==> src/rtl/cla_pkg.sv <==
// cla_pkg: shared types and constants for the CLA operand-entry and P/G logic.
package cla_pkg;
    localparam int CLA_W = 32;
    localparam int PROP_XOR = 0;
    localparam int PROP_OR = 1;
    typedef enum logic [1:0] {EMPTY, BUSY, FULL} state_t;
    // "generate" is a reserved word, so the generate field is named gen
    typedef struct packed {
        logic [CLA_W-1:0] propagate;
        logic [CLA_W-1:0] gen;
        logic [CLA_W-1:0] half_sum;
        logic             cin;
    } pg_beat_t;
endpackage

==> src/rtl/cla_pg_gen.sv <==
// cla_pg_gen: per-bit propagate/generate/half-sum, shared by the ripple, prefix and CLA adders.
module cla_pg_gen #(
    parameter int P_WIDTH = 32
) (
    input  logic [P_WIDTH-1:0] a,
    input  logic [P_WIDTH-1:0] b,
    input  logic               mode,
    output logic [P_WIDTH-1:0] propagate,
    output logic [P_WIDTH-1:0] gen,
    output logic [P_WIDTH-1:0] half_sum
);
    assign half_sum  = a ^ b;
    assign gen       = a & b;
    assign propagate = mode ? (a | b) : half_sum;
endmodule

==> src/rtl/cla_pg_input_stage.sv <==
// cla_pg_input_stage: registered P/G entry stage with a 2-entry skid buffer on a valid/ready link.
module cla_pg_input_stage
    import cla_pkg::*;
#(
    parameter int P_WIDTH     = 32,
    parameter int P_PROP_MODE = 0,
    parameter int P_CNT_W     = 16
) (
    input  logic               clk_i,
    input  logic               rst_i,
    input  logic               valid_i,
    output logic               ready_o,
    input  logic [P_WIDTH-1:0] a_i,
    input  logic [P_WIDTH-1:0] b_i,
    input  logic               cin_i,
    output logic               valid_o,
    input  logic               ready_i,
    output logic [P_WIDTH-1:0] propagate_o,
    output logic [P_WIDTH-1:0] generate_o,
    output logic [P_WIDTH-1:0] half_sum_o,
    output logic               cin_o,
    output logic [P_CNT_W-1:0] xfer_cnt_o
);
    localparam int PW = 3 * P_WIDTH + 1;
    logic [P_WIDTH-1:0] p, g, hs;
    logic [PW-1:0] beat, main_q, skid_q;
    state_t state_q, state_d;
    logic in_fire, out_fire, load_main, load_skid, skid_to_main;

    cla_pg_gen #(.P_WIDTH(P_WIDTH)) u_pg (
        .a(a_i), .b(b_i), .mode(P_PROP_MODE == PROP_OR),
        .propagate(p), .gen(g), .half_sum(hs)
    );

    assign beat     = {p, g, hs, cin_i};
    assign in_fire  = valid_i && ready_o;
    assign out_fire = valid_o && ready_i;
    assign valid_o  = state_q != EMPTY;
    assign {propagate_o, generate_o, half_sum_o, cin_o} = main_q;

    always_comb begin
        state_d      = state_q;
        load_main    = 1'b0;
        load_skid    = 1'b0;
        skid_to_main = 1'b0;
        case (state_q)
            EMPTY: begin
                load_main = in_fire;
                state_d   = in_fire ? BUSY : EMPTY;
            end
            BUSY: begin
                load_main = in_fire && out_fire;
                load_skid = in_fire && !out_fire;
                state_d   = load_skid ? FULL : (out_fire && !in_fire) ? EMPTY : BUSY;
            end
            FULL: begin
                skid_to_main = out_fire;
                state_d      = out_fire ? BUSY : FULL;
            end
            default: state_d = EMPTY;
        endcase
    end

    // ready_o is registered from the next state so the upstream ready path stays flop-to-flop
    always_ff @(posedge clk_i) begin
        if (rst_i) begin
            state_q    <= EMPTY;
            ready_o    <= 1'b0;
            main_q     <= '0;
            skid_q     <= '0;
            xfer_cnt_o <= '0;
        end else begin
            state_q    <= state_d;
            ready_o    <= state_d != FULL;
            main_q     <= load_main ? beat : skid_to_main ? skid_q : main_q;
            skid_q     <= load_skid ? beat : skid_q;
            xfer_cnt_o <= xfer_cnt_o + P_CNT_W'(out_fire);
        end
    end
endmodule

==> config.mk <==
export PLATFORM = sky130hd
export DESIGN_NAME = cla_pg_input_stage
export DESIGN_NICKNAME = d
export VERILOG_FILES = /design/src/rtl/cla_pkg.sv /design/src/rtl/cla_pg_gen.sv /design/src/rtl/cla_pg_input_stage.sv
export SDC_FILE = /design/constraint.sdc
export NUM_CORES = 1
export LEC_CHECK = 0
export ABC_CLOCK_PERIOD_IN_PS = 2100
export BUFFER_PORTS_ARGS = -buffer_cell sky130_fd_sc_hd__buf_2
export CAP_MARGIN = 20
export CORE_ASPECT_RATIO = 0.7
export CORE_MARGIN = 2
export CORE_UTILIZATION = 57
export DETAILED_ROUTE_END_ITERATION = 10
export PLACE_DENSITY = 0.78
export SLEW_MARGIN = 20
export SYNTH_ARGS = -nofsm -noshare
export SYNTH_HDL_FRONTEND = slang
export SYNTH_HIERARCHICAL = 1
export SYNTH_SLANG_ARGS = --single-unit
==> constraint.sdc <==
create_clock -name clk_i -period 2.1 [get_ports clk_i]
set_input_delay 0.42 -clock clk_i [delete_from_list [all_inputs] [get_ports clk_i]]
set_output_delay 0.42 -clock clk_i [all_outputs]
set_load 0.05 [all_outputs]
; ---- After elaboration in Yosys (flattened, before gate mapping)
; Cells that the tools add are included.
[word_totals]
reg_bits = 213
out_inout_bits = 115
[op_classes]
addsub = 1
eq_ne = 3
muxes = 10
n_bitwise = 2
n_reduce_logical = 10
[op_table]
columns = op, n
row1 = 97-bit 2-to-1 mux, 2
row2 = 32-bit bitwise AND, 1
row3 = 32-bit XOR, 1
row4 = 16-bit by 1-bit adder with 16-bit output, 1
row5 = 2-bit case mux with 3 select lines, 1
row6 = 1-bit logical AND, 5
row7 = 1-bit 2-to-1 mux, 4
row8 = 2-bit 2-to-1 mux, 2
row9 = 2-bit nonzero test, 2
row10 = 2-bit by 1-bit == test with 1-bit output (second input constant), 1
row11 = 2-bit == test (second input constant), 1
row12 = 1-bit zero test, 2
row13 = 2-bit zero test, 1
row14 = 2-bit != test (second input constant), 1
row15 = 1-bit case mux with 2 select lines, 1

; ---- Depth between registers and ports, before layout
[logic_depth]
depth_word = 7
mapped_depth = 11
mapped_depth_nobuf = 8

; ---- Hierarchy
; Netlist, hierarchy kept.
[modules_own_cells]
columns = module, instances, cells_per_inst, area_each_um2, seq_area_each_um2
row1 = cla_pg_input_stage, 1, 1080, 8759.7, 4264.1
row2 = cla_pg_gen, 1, 197, 1481.4, 0.0

; ---- Least setup slack after synthesis
; Ideal clock, no wire load.
[synth_path]
path_type = register -> register
start = register state_q[1]
end = register xfer_cnt_o[14]
setup_ns = 0.121
arrival_ns = 2.088
required_ns = 1.979
slack_ns = -0.109
stages_incl_launch_ff = 10
path_buffers = 1
period_less_slack_ns = 2.209
cell_sequence = dfxtp_1 buf_2 or2_2 nand2_1 inv_1 ha_1 ha_1 nand2_1 nor4_1 mux2_2
[synth_via]
elab_chain_len = 3
[synth_lines]
columns = item, line_no
row1 = start: declaration, cla_pg_input_stage.sv:27  ; state_t state_q, state_d;
row2 = start signal: assignment, cla_pg_input_stage.sv:73  ; state_q <= state_d;
row3 = 2-bit nonzero test, cla_pg_input_stage.sv:38  ; assign valid_o = state_q != EMPTY;
row4 = via valid_o, cla_pg_input_stage.sv:16  ; output logic valid_o,
row5 = 1-bit logical AND, cla_pg_input_stage.sv:37  ; assign out_fire = valid_o && ready_i;
row6 = 16-bit by 1-bit adder with 16-bit output, cla_pg_input_stage.sv:77  ; xfer_cnt_o <= xfer_cnt_o + P_CNT_W'(out_fire);
row7 = end signal: assignment, cla_pg_input_stage.sv:77
row8 = end: declaration, cla_pg_input_stage.sv:22  ; output logic [P_CNT_W-1:0] xfer_cnt_o
; The timed path passes the listed nets, and every way through them passes these cells.
; A chain may end at the register's enable or synchronous reset.

; ---- Worst setup path after layout
[layout_path]
start = register state_q[0]
end = register xfer_cnt_o[14]
[layout_via]
elab_chain_len = 3
[layout_lines]
columns = item, line_no
row1 = 2-bit nonzero test, cla_pg_input_stage.sv:38
row2 = 1-bit logical AND, cla_pg_input_stage.sv:37
row3 = 16-bit by 1-bit adder with 16-bit output, cla_pg_input_stage.sv:77
; Every way passes these cells.

==> results <==
- The run finished with clean final reports.
- The number of nets with antenna violations after detailed routing is 0.
- The critical path class is register to register.
- Subtracting the final worst setup slack from the clock period gives 1.96 ns.
- The floorplan step defined a die boundary enclosing 0.0191 mm².
- The residual DRC count is 0.
- Once placement completed, the tool counted placed cells totaling 1614.
- The aggregate routed wire length is 30000 µm.
- The number of global-route vias before repair is 8683.
- The complex-gate fraction of the synthesized area is 0.209.
- The core outline area is 0.0174 mm².
- The transition time at the pin with the least slew margin is 0.591 ns.
- The final layout net count is 1543.
- The simple-gate share of the synthesized area is 0.179.
- The final cycle utilization of the critical path is 0.931.
- For this run, the top clock speed supported by timing is 511 MHz.
- Across the VDD grid, the largest voltage drop is 532 µV.
- In the post-synthesis netlist, the biggest area contributors are sky130_fd_sc_hd__dfxtp_1, sky130_fd_sc_hd__nand2_1, sky130_fd_sc_hd__a21oi_1.
- The sequential element share of the synthesized area is 0.416.
- The design draws 9.79 mW.
- The total global-route track usage is 0.305.
- The tool flagged a number of max-cap violations equal to 0.
- The final count of pins violating max slew is 0.
- Averaged over all synthesized cells, the footprint is 8.02 µm².
- The row count is 40.
- In this run, CTS created clock tree buffers numbering 21.
- The data required time of the critical path is 2.48 ns.
- The portion of synthesized area spent on multiplexers is 0.0270.
- Clock-pin slew was measured on the worst setup and hold paths at 0.06 ns.
- After synthesis, the netlist uses 35 different library cells.
- The post-CTS setup-driven buffer insertion count is 0.
- The number of standard cells after synthesis is 1277.
- The most frequent standard cell in the layout excluding fill and tap cells is sky130_fd_sc_hd__nand2_1.
- The final worst slack is 0.144 ns.
- Of the total synthesized cell area, the portion taken by full adders, half adders and majority gates is 0.0831.
- Of the cells placed in the final design, the portion with a size suffix greater than 1 is 0.200.
- After synthesis the cells add up to 0.0102 mm².
- In this run, post-CTS hold repair placed 0 buffers.
- In this run the horizontal extent of the chip is 164 µm.
- The die is 116 µm tall.
- The final global-route overflow total is 0.
- Synthesis produced a netlist with a net count of 1414.
- The worst endpoint data arrival time is 2.34 ns.
- Headroom to the max-slew limit came out at 0.606.
- The count of clock tree sinks is 213.
- Of the total synthesized cell area, the portion taken by XOR and XNOR cells is 0.00257.
- The final non-filler cell total is 1649.
- The vias after detailed routing is 9591.
- Dividing total power by cell area gives a power density of 814 mW/mm².
- After detailed routing, the number of vias per cell comes to 5.82.
- The average wire per standard cell is 18.2 µm.
- The pre-antenna-repair detailed-routing pass consisted of 5 iterations.
- The initial DRC count is 1069.
- For this run, the number of Yosys warnings is 6.
- The cell sitting at the root of the clock tree is a sky130_fd_sc_hd__clkbuf_16.
- The number of antenna diodes in the final layout is 0.
- From synthesis to final layout, the design area changed by 17.4%.
- The library cells used most frequently in the layout, excluding fill and tap cells, are sky130_fd_sc_hd__nand2_1, sky130_fd_sc_hd__dfxtp_1, sky130_fd_sc_hd__a21oi_1.
- The number of antenna violations at the first check in global routing is 0.
- The fraction of synthesized cell area taken by the top area cell type is 0.416.
- The cell type with the largest total area after synthesis is sky130_fd_sc_hd__dfxtp_1.
- In this run the register-to-register setup slack is 0.14 ns.
- Across the routed clock network, the largest skew measured is 0.00819 ns.
- STA classifies the critical path endpoint as a register.
- TritonCTS built the clock tree.
- The worst setup path is launched from a register.
- The clock reaches the later pin of the worst-skew pair after 0.49 ns.
- The count of buffers added on input and output ports is 183.
- In this run the deepest clock path goes through 3 buffers.
- The flip-flop and latch count after synthesis is 213.
- The hold violation total from the final report was 0.
- Setup violations remaining at the end of the flow were counted as 0.
- The initial core utilization is 0.590.
- The leakage power of the design is 5.12 nW.
- The count of pins on the block boundary is 184.
- Setup repair after global routing could not meet its margin everywhere.
- The maximum number of pins on one net before global-route repair is 72.
- In this run the worst hold path is classified as primary input to register.
- At the placement stage, the worst setup path has a slack of 0.0343 ns.
- The first-pass GRT wire length is 46400 µm.
- The largest family of logic cells by synthesized area is compound AO/OA/AOI/OAI gates.
- The highest net fanout along the worst path is 8.
- Detailed placement ended at an HPWL of 19600 µm.
- At the end of routability-driven placement, the weighted congestion stood at 0.925.
- In this run the number of H-tree levels came out at 1.
- The final cell utilization of the core is 0.692.
- The number of gates resized after CTS was 0.
-- kinds of logic (layout without fill, tap and decap cells) --
logic type / after synthesis / in the layout
and+or+nand+nor: 456 / 456
AOI/OAI and AO/OA: 315 / 315
DFF: 213 / 213
buffers and inverters: 194 / 335
adders and majority gates: 68 / 68
muxes: 27 / 27
xor gates and xnor gates: 3 / 3
other: 1 / 1
-- area by class of cell --
type / count / area [µm²]
fill: 1384 / 5340
multi-input combinational: 870 / 5170
sequential: 213 / 4260
timing repair buffer: 212 / 1320
clock buffer: 30 / 609
inverter: 88 / 330
tap: 231 / 289
clock inverter: 5 / 50.0
-- cells in the mapped netlist (all sizes together) --
master / number
xor2: 2
nand4bb: 1
or2: 1
or4: 4
a21oi: 211
mux2i: 22
a311oi: 97
and2: 2
nor2b: 7
nand4: 4
xnor2: 1
o31ai: 4
inv: 88
o21ai: 2
nand2: 394
or3: 2
nand3b: 5
nor2: 21
clkbuf: 63
mux2: 5
conb: 1
nand3: 6
nor4: 5
nor3: 1
a21o: 1
dfxtp: 213
buf: 43
ha: 68
and3b: 2
nor3b: 1
-- critical path, stage by stage (launching register included) --
cell	delay (ns)
sky130_fd_sc_hd__dfxtp_1	0.34
sky130_fd_sc_hd__or2_4	0.12
sky130_fd_sc_hd__nand2_1	0.07
sky130_fd_sc_hd__inv_1	0.08
sky130_fd_sc_hd__ha_1	0.17
sky130_fd_sc_hd__ha_1	0.19
sky130_fd_sc_hd__nand2_1	0.17
sky130_fd_sc_hd__nor4_1	0.34
sky130_fd_sc_hd__mux2_2	0.37
-- routing by layer --
layer	GRT usage	wire length, µm	up-vias
li1	-	-	4559
met5	0	0	-
met1	0.447	13300	4549
met2	0.463	13100	438
met3	0.0653	3050	45
met4	0.0684	568	0
-- through the flow --
stage / cell area (µm²) / setup TNS (ns) / hold slack [ns]
3_3_place_gp: 11400 / 0 / 0.442
3_5_place_dp: 11400 / 0 / 0.447
4_1_cts: 12000 / 0 / 0.175
6_report: 12000 / 0 / 0.184
5_1_grt: 12000 / -0.0198 / 0.182
2_1_floorplan: 10200 / -0.0207 / 0.437
-- registers in the layout, summed over array words and instances (netlist names) --
signal / cells
skid_q: 97
xfer_cnt_o: 16
ready_o: 1
state_q: 2
main_q: 97
-- report_power, final --
part	leakage [nW]	internal, mW	switching, mW
Clock	0.329	2.13	1.57
Sequential	1.74	4.23	0.118
Combinational	3.06	0.494	1.25
Total	5.12	6.85	2.94
-- worst paths after layout --
kind,end,start,cells past startpoint
min reg2reg,skid_q[58],skid_q[58],2
min,skid_q[0],cin_i,3
max,xfer_cnt_o[14],state_q[0],8
max reg2reg,xfer_cnt_o[14],state_q[0],8
(Power assumes the default switching activity.)
